## src/rtl/vga_pixel_fetch_if.sv

```systemverilog
// Memory read port between the pixel fetcher and the framebuffer.
// The request is single-outstanding. mem_addr stays stable while mem_req is high.
// mem_rdata is valid in the cycle where mem_ack is high.
interface vga_pixel_fetch_if;
   logic        mem_req;
   logic [31:0] mem_addr;
   logic        mem_ack;
   logic [31:0] mem_rdata;

   modport master (
      output mem_req,
      output mem_addr,
      input  mem_ack,
      input  mem_rdata
   );

   modport slave (
      input  mem_req,
      input  mem_addr,
      output mem_ack,
      output mem_rdata
   );
endinterface

```

## src/rtl/vga_pixel_fetch.sv

```systemverilog
// Framebuffer prefetcher for the VGA pixel path.
// It streams 32-bit pixels from memory into a show-ahead FIFO.
// The FIFO head is popped on every pixel clock that is inside the display area.
//
// state   | meaning
// --------+---------------------------------------------------------------
// S_FETCH | idle with frame data still to read; raise mem_req when there is room
// S_WAIT  | one read outstanding; on ack push the data, then continue or back off
// S_DONE  | whole frame fetched; idle until the next frame restart
// S_FLUSH | restart arrived mid-read; wait for that ack, then drop the data
module vga_pixel_fetch #(
   parameter int unsigned RES_X           = 640,
   parameter int unsigned RES_Y           = 480,
   parameter logic [31:0] BASE_ADDR       = 32'h0,
   parameter int unsigned FIFO_DEPTH      = 16,
   parameter logic [31:0] UNDERFLOW_COLOR = 32'h00FF00FF
) (
   input  logic                          clk,
   input  logic                          rst,
   input  logic [9:0]                    COL,
   input  logic [8:0]                    LINE,
   input  logic                          inDisplayArea,
   vga_pixel_fetch_if.master             mem,
   output logic [31:0]                   pixel,
   output logic [$clog2(FIFO_DEPTH):0]   level,
   output logic                          underflow
);

   localparam int unsigned AW   = $clog2(FIFO_DEPTH);
   localparam int unsigned LW   = AW + 1;
   localparam int unsigned NPIX = RES_X * RES_Y;
   localparam int unsigned CW   = $clog2(NPIX);
   localparam logic [CW-1:0] LAST_PIX = CW'(NPIX - 1);
   localparam logic [LW-1:0] DEPTH_L  = LW'(FIFO_DEPTH);

   typedef enum logic [1:0] {
      S_FETCH,
      S_WAIT,
      S_DONE,
      S_FLUSH
   } state_t;

   state_t        state, state_n;
   logic          req_q, req_n;
   logic [31:0]   addr_q, addr_n;
   logic [CW-1:0] cnt_q, cnt_n;

   logic [31:0]   fifo_mem [FIFO_DEPTH];
   logic [AW-1:0] wr_ptr, rd_ptr;
   logic [LW-1:0] level_after;
   logic          restart, push, pop, room_more;

   // The first line of vertical blanking marks the start of a new frame.
   assign restart = (LINE == 9'(RES_Y)) && (COL == 10'd0);

   // On a restart the returned data is never pushed. If the ack lands on the
   // restart cycle itself, that data is simply dropped.
   assign push        = (state == S_WAIT) && mem.mem_ack && !restart;
   assign pop         = inDisplayArea && (level != '0);
   assign level_after = level + LW'(push) - LW'(pop);
   assign room_more   = level_after < DEPTH_L;

   assign mem.mem_req  = req_q;
   assign mem.mem_addr = addr_q;
   assign pixel        = (level == '0) ? UNDERFLOW_COLOR : fifo_mem[rd_ptr];

   // FSM state and memory-request registers
   always_ff @(posedge clk or posedge rst) begin
      if (rst) begin
         state  <= S_FETCH;
         req_q  <= 1'b0;
         addr_q <= BASE_ADDR;
         cnt_q  <= '0;
      end else begin
         state  <= state_n;
         req_q  <= req_n;
         addr_q <= addr_n;
         cnt_q  <= cnt_n;
      end
   end

   // Next state and request control. The outstanding read is counted against
   // the room in the FIFO, so a push can never overflow it.
   always_comb begin
      state_n = state;
      req_n   = req_q;
      addr_n  = addr_q;
      cnt_n   = cnt_q;
      case (state)
         S_FETCH: begin
            if (restart) begin
               cnt_n  = '0;
               addr_n = BASE_ADDR;
            end else if (level < DEPTH_L) begin
               req_n   = 1'b1;
               state_n = S_WAIT;
            end
         end
         S_WAIT: begin
            if (restart) begin
               if (mem.mem_ack) begin
                  req_n   = 1'b0;
                  cnt_n   = '0;
                  addr_n  = BASE_ADDR;
                  state_n = S_FETCH;
               end else begin
                  state_n = S_FLUSH;
               end
            end else if (mem.mem_ack) begin
               if (cnt_q == LAST_PIX) begin
                  req_n   = 1'b0;
                  state_n = S_DONE;
               end else begin
                  cnt_n  = cnt_q + 1'b1;
                  addr_n = addr_q + 32'd4;
                  if (!room_more) begin
                     req_n   = 1'b0;
                     state_n = S_FETCH;
                  end
               end
            end
         end
         S_DONE: begin
            if (restart) begin
               cnt_n   = '0;
               addr_n  = BASE_ADDR;
               state_n = S_FETCH;
            end
         end
         S_FLUSH: begin
            if (mem.mem_ack) begin
               req_n   = 1'b0;
               cnt_n   = '0;
               addr_n  = BASE_ADDR;
               state_n = S_FETCH;
            end
         end
         default: state_n = S_FETCH;
      endcase
   end

   // FIFO pointers and occupancy. A restart empties the FIFO at once.
   always_ff @(posedge clk or posedge rst) begin
      if (rst) begin
         wr_ptr <= '0;
         rd_ptr <= '0;
         level  <= '0;
      end else if (restart) begin
         wr_ptr <= '0;
         rd_ptr <= '0;
         level  <= '0;
      end else begin
         if (push) wr_ptr <= wr_ptr + 1'b1;
         if (pop)  rd_ptr <= rd_ptr + 1'b1;
         level <= level_after;
      end
   end

   // FIFO storage write (no reset needed; contents are qualified by level)
   always_ff @(posedge clk) begin
      if (push) fifo_mem[wr_ptr] <= mem.mem_rdata;
   end

   // Sticky underflow flag: the consumer sampled while the FIFO was empty.
   always_ff @(posedge clk or posedge rst) begin
      if (rst)                                  underflow <= 1'b0;
      else if (inDisplayArea && level == '0)    underflow <= 1'b1;
   end

endmodule

```

## src/flat_wrapper.sv

```systemverilog
// flat-port wrapper written by rule: the top's interface ports become plain ports
module vga_pixel_fetch_flat 
#(
   parameter int unsigned RES_X           = 640,
   parameter int unsigned RES_Y           = 480,
   parameter logic [31:0] BASE_ADDR       = 32'h0,
   parameter int unsigned FIFO_DEPTH      = 16,
   parameter logic [31:0] UNDERFLOW_COLOR = 32'h00FF00FF
)
  (clk, rst, COL, LINE, inDisplayArea, pixel, level, underflow, mem_mem_req, mem_mem_addr, mem_mem_ack, mem_mem_rdata);
  vga_pixel_fetch_if mem_i ();
  input  logic clk;
  input  logic rst;
  input  logic [9:0] COL;
  input  logic [8:0] LINE;
  input  logic inDisplayArea;
  output logic [31:0] pixel;
  output logic [$clog2(FIFO_DEPTH):0] level;
  output logic underflow;
  output wire logic [$bits(mem_i.mem_req)-1:0] mem_mem_req;
  output wire logic [$bits(mem_i.mem_addr)-1:0] mem_mem_addr;
  input wire logic [$bits(mem_i.mem_ack)-1:0] mem_mem_ack;
  input wire logic [$bits(mem_i.mem_rdata)-1:0] mem_mem_rdata;
  assign mem_mem_req = mem_i.mem_req;
  assign mem_mem_addr = mem_i.mem_addr;
  assign mem_i.mem_ack = mem_mem_ack;
  assign mem_i.mem_rdata = mem_mem_rdata;
  vga_pixel_fetch #(.RES_X(RES_X), .RES_Y(RES_Y), .BASE_ADDR(BASE_ADDR), .FIFO_DEPTH(FIFO_DEPTH), .UNDERFLOW_COLOR(UNDERFLOW_COLOR)) u_core (.clk(clk), .rst(rst), .COL(COL), .LINE(LINE), .inDisplayArea(inDisplayArea), .mem(mem_i), .pixel(pixel), .level(level), .underflow(underflow));
endmodule
```

## config.mk

```make
export PLATFORM = sky130hd
export DESIGN_NAME = vga_pixel_fetch_flat
export DESIGN_NICKNAME = d
export VERILOG_FILES = /design/src/rtl/vga_pixel_fetch_if.sv /design/src/rtl/vga_pixel_fetch.sv /design/src/flat_wrapper.sv
export SDC_FILE = /design/constraint.sdc
export NUM_CORES = 1
export LEC_CHECK = 0
export ABC_AREA = 1
export CORE_MARGIN = 4
export CORE_UTILIZATION = 59
export DETAILED_ROUTE_END_ITERATION = 16
export PLACE_DENSITY = 0.78
export SETUP_SLACK_MARGIN = 0.5
export SLEW_MARGIN = 20
export SYNTH_ARGS = -nofsm -noshare
export SYNTH_HDL_FRONTEND = slang
export SYNTH_SLANG_ARGS = --single-unit
```

## constraint.sdc

```tcl
create_clock -name clk -period 3.85 [get_ports clk]
set_input_delay 0.9625 -clock clk [delete_from_list [all_inputs] [get_ports clk]]
set_output_delay 0.9625 -clock clk [all_outputs]
set_load 0.05 [all_outputs]
```

Yosys cells after proc, flatten, opt, wreduce, memory -nomap -nowiden
Memories as Yosys holds them, arrays and structs flattened.
Cells that the tools add are included.
Widths: inputs -> output; s select.
{ "totals": {"rom_bits": 0, "ram_bits": 512, "latchBits": 0, "word_cells": 85, "input_bits": 55, "n_memories": 1, "ff_bits": 68} }
{ "op_classes": {"muxes": 38, "shifts": 0, "reduce_logical": 17, "mul": 0, "order_cmp": 2, "add_sub_neg": 6, "eq_ne": 13, "bitwise_logic": 0, "n_div": 0} }
{ "memory_table": {"columns": ["name", "depth", "word_bits", "rd", "rd_clocked_by_memory_dff", "wr", "line", "text"], "rows": [
  ["u_core.fifo_mem", 16, 32, 1, 0, 1, "vga_pixel_fetch.sv:48", "logic [31:0] fifo_mem [FIFO_DEPTH];"]
]} }
{ "ops": {"columns": ["cell", "count"], "rows": [
  ["$mux 32", 6],
  ["$pmux 32 s3", 1],
  ["$mux 19", 5],
  ["$pmux 19 s3", 1],
  ["$add 32x3->32 const B", 1],
  ["$add 19x1->19 const B", 1],
  ["$eq 19x19->1 const B", 1],
  ["$mux 2", 9],
  ["$mux 4", 4],
  ["$logic_not 10->1", 1],
  ["$lt 5x5->1 const B", 2],
  ["$eq 9x9->1 const B", 1],
  ["$mux 1", 9],
  ["$add 4x1->4 const B", 2],
  ["$pmux 2 s4", 1],
  ["$ne 2x1->1 const B", 3],
  ["$ne 3x2->1 const B", 2],
  ["$reduce_and 6->1", 1],
  ["$add 5x1->5", 1],
  ["$logic_and 1x1->1", 5],
  ["$logic_not 5->1", 1],
  ["$mux 5", 1],
  ["$reduce_and 5->1", 1],
  ["$reduce_bool 5->1", 1],
  ["12 further kinds", 15]
]} }

Logic depth before layout (Yosys ltp)
{ "logic_depth": {"depth_word": 12, "depth_mapped": 20, "ltp_nobuf": 20} }

Worst setup path before layout
Ideal clock, no wire load.
{ "synth_path": {"path_kind": "input-to-reg", "startpoint": "in mem_mem_ack", "endpoint": "mem u_core.fifo_mem[0][0], enable pin", "path_buffers": 1, "setup_slack_ps": 269, "arrival_ps": 3160, "cell_stages": 7, "required_ps": 3429, "setup_ps": 421, "path_cell_list": "buf_1 -> inv_1 -> nor2_1 -> nand2_1 -> inv_1 -> nand2_1 -> nor2_1"} }
{ "synth_via": {"elab_chain_len": 4} }
{ "synth_lines": {"columns": ["element", "line", "text"], "rows": [
  ["start, declared", "flat_wrapper.sv:22", "input wire logic [$bits(mem_i.mem_ack)-1:0] mem_mem_ack;"],
  ["$logic_and 1x1->1 (2 in a row)", "vga_pixel_fetch.sv:58", "assign push = (state == S_WAIT) && mem.mem_ack && !restart;"],
  ["$mux 1", "vga_pixel_fetch.sv:161", "if (push) fifo_mem[wr_ptr] <= mem.mem_rdata;"],
  ["$mux 1 (implied by the code)", "vga_pixel_fetch.sv:161", null],
  ["end, declared", "vga_pixel_fetch.sv:48", null]
]} }
Every way passes these cells.

Final worst setup path
{ "layout_path": {"startpoint": "reg u_core.rd_ptr[0]", "endpoint": "out pixel[17]"} }
{ "layout_via": {"elab_chain_len": 2} }
{ "layout_lines": {"columns": ["element", "line", "text"], "rows": [
  ["start, declared", "vga_pixel_fetch.sv:49", "logic [AW-1:0] wr_ptr, rd_ptr;"],
  ["start signal, assigned", "vga_pixel_fetch.sv:154", "if (pop) rd_ptr <= rd_ptr + 1'b1;"],
  ["$mem_v2 16x32", null, null],
  ["$mux 32", "vga_pixel_fetch.sv:65", "assign pixel = (level == '0) ? UNDERFLOW_COLOR : fifo_mem[rd_ptr];"],
  ["end, declared", "flat_wrapper.sv:17", "output logic [31:0] pixel;"]
]} }
Every way passes these cells.

==> flow_summary_export.csv <==
group,metric,value,unit
run_status,status,"finished, final reports clean",
setup_path,r2r_setup_slack,0.97,ns
layout,postLayoutCoreUtil,74.5,%
global_route,grt_antenna_before_repair,2,
layout,layout.nets,2532,
pwr,power.leakage,0.0112,uW
min_path,min_from,"u_core.mem.mem_addr[1]",
sta,setup_viol,0,
sta,rsz0062_at_grt,"true",
detailed_routing,vias,19900,
sta,max_freq,277,MHz
clocking,clockBufferDepth,3,
pwr,ir_worst_vdd,0.944,mV
detailed_routing,viasPerCell,6.54,
layout,final_cells,3050,
placed_design,place.gp.congestion,0.895,
die,core_region_area,41900,um2
setup_path,critPathCaptureType,"primary output",
layout,layout_common_cells,"edfxtp_1, nor2_1, nand2_1",
placed_design,dp_cells,2874,
sta,slew_violations,0,
setup_path,cp.arrival,2.65,ns
clocking,tritoncts,"done",
min_path,hold_end,"u_core.mem.mem_addr[1]",
flow_run,cap_violations,0,
layout,final_common_cell,"edfxtp_1",
sta,hold_viol_final,0,
synth,yosysSeqAreaShare,68.3,%
clocking,root_buffer,"clkbuf_16",
placed_design,hpwl,37900,um
clocking,clk_pin_slew,0.06,ns
clocking,cts-buffers-inserted,56,
global_route,grt_pass1_wl,113000,um
sta,fin_crit_sh,93.8,%
synth,synth_top_area_share,61.5,%
synth,yosys-top-cells-area,"edfxtp_1, dfrtp_1, nor2_1, nand2_1, o21ai_0",
clocking,hold_buffers,0,
clocking,clkSinkCount,580,
global_route,grt_max_degree,66,
die,fp.dieH,214,um
setup_path,crit_type,"reg -> out",
setup_path,start_kind,"flop",
sta,worstMarginPinSlew,0.730,ns
synth,yosysWarnings,0,
min_path,holdCritPathClass,"reg -> reg",
pwr,power.density,750,nW/um2
placed_design,port_buffers,125,
clocking,htree_levels,2,
die,rows,75,
synth,yosysUniqueCellTypes,41,
setup_path,r2r_cells,19,
sta,tns,0,ns
global_route,grt_overflow_total,0,
detailed_routing,route.detailed.wl_per_inst,25.8,um
die,initial_core_util,59.6,%
clocking,clk_latency,0.64,ns
die,num_io_pins,126,
sta,slew_headroom,51.3,%
synth,syn_nets,2339,
die,fp.dieArea,45700,um2
detailed_routing,dr.first_iter.drc_count,2910,
detailed_routing,drt_wl_total,78600,um
detailed_routing,dr.pass1.iters,6,
sta,skew,0.0301,ns
min_path,hold_depth,2,
synth,synth_top_area_cell,"edfxtp_1",
global_route,grt_pass1_vias,19400,
layout,syn_to_final_growth,25.0,%
synth,syn_inst,2270,
layout,final_layout_size_suffix_gt1_share,14.5,%
die,fp.dieW,214,um
global_route,grtUsageTotal,32.6,%
synth,ys_seq_elements,580,
setup_path,critPathMaxFanout,16,
setup_path,worst_r2r_endpoint,"u_core.state[0]",
detailed_routing,drcViolationCount,0,
detailed_routing,ant_nets,0,
setup_path,crit_required,2.89,ns
synth,syn-cell-area,25000,um2
synth,avgSynthCellArea,11.0,um2
setup_path,r2r-start,"u_core.level[3]",
sta,fin_crit,3.61,ns
==> critical path: stages (launching register included) <==
cell,delay [ns]
dfrtp_4,0.50
buf_12,0.17
buf_12,0.15
buf_16,0.17
o21ai_0,0.27
o22ai_1,0.17
o211ai_1,0.21
nand3_1,0.17
buf_6,0.19
==> how the worst max path moves through the flow <==
stage | start | to | slack, ns | depth (start not counted)
6_report | u_core.rd_ptr[0] | pixel[17] | 0.24 | 8
5_1_grt | u_core.rd_ptr[0] | pixel[17] | 0.19 | 8
4_1_cts | u_core.rd_ptr[0] | pixel[2] | 0.34 | 10
3_5_place_dp | LINE[7] | u_core.state[0] | 0.19 | 20
3_3_place_gp | LINE[7] | u_core.mem.mem_req | 0.32 | 20
2_1_floorplan | mem_mem_ack | u_core.fifo_mem[0][0] | 0.27 | 7
==> state kept, by name, indices dropped and copies added, names as in the netlist <==
signal,count
u_core.cnt_q,19
u_core.fifo_mem,512
u_core.level,5
u_core.mem.mem_addr,32
u_core.mem.mem_req,1
u_core.rd_ptr,4
u_core.state,2
u_core.underflow,1
u_core.wr_ptr,4
==> metrics by stage <==
step | area [um2] | setup WS, ns | hold slack (ns) | total power [uW]
floorplan | 25000 | 0.269 | 0.470 | 12400
finish | 31300 | 0.240 | 0.501 | 23400
CTS | 30600 | 0.344 | 0.506 | 22300
global route | 31300 | 0.187 | 0.527 | 24100
detailed placement | 27400 | 0.187 | 0.494 | 15300
global placement | 27400 | 0.316 | 0.483 | 15100
==> synthesized netlist by cell type, drive strengths merged <==
master	number
nor2	437
clkbuf	93
buf	33
nor3	8
xor2	5
dfrtp	68
clkinv	3
ha	13
o22ai	33
edfxtp	512
nand4	19
and3	1
inv	91
fa	1
and2	1
nand2	393
o21ai	275
or2	1
a21o	2
o221ai	70
o211ai	58
nand3	128
a21oi	23
xnor2	1
a31oi	1
==> power by group <==
part	leakage, uW	internal [uW]	total [uW]	switching, uW
clock	0.000886	3100	5510	2410
combinational	0.00484	3920	10400	6490
sequential	0.00552	7270	7520	254
total	0.0112	14300	23400	9150
==> metal layers <==
layer	vias to the layer above	GRT usage, %	part of all wire, %
met5	-	0	0
met4	0	16.9	5.2
met3	291	6.82	11
met2	1541	53.4	49
met1	9591	41.4	35
li1	8510	-	-
==> layout make-up <==
class                      count  area, um2
clock buffer                  70       1460
tap                          539        674
clock inverter                34        347
timing repair inverter         6       62.6
inverter                      94        388
sequential                   580      17100
timing repair buffer         255       3690
antenna                        2       5.00
multi-input combinational   1470       7540
fill                        2516      10700
==> cells by family (layout without fill, tap and decap cells) <==
logic type	count (synthesis)	count (layout)	share of synthesized area (%)
AOI/OAI and AO/OA	462	462	11.1
adders and majority gates	14	14	0.731
and+or+nand+nor	988	988	16.1
DFF	580	580	68.3
other	0	2	0
xor gates and xnor gates	6	6	0.210
buffers and inverters	220	459	3.60
==> repair_timing <==
| item | CTS | global route |
|---|---|---|
| cloned | 30 | 15 |
| pin swaps | 43 | 73 |
| setup buffers | 19 | 6 |
| setup endpoints to repair | 32 | 33 |
| gates resized for setup | 127 | 95 |
No activity file was read; power rests on OpenSTA's default activity.
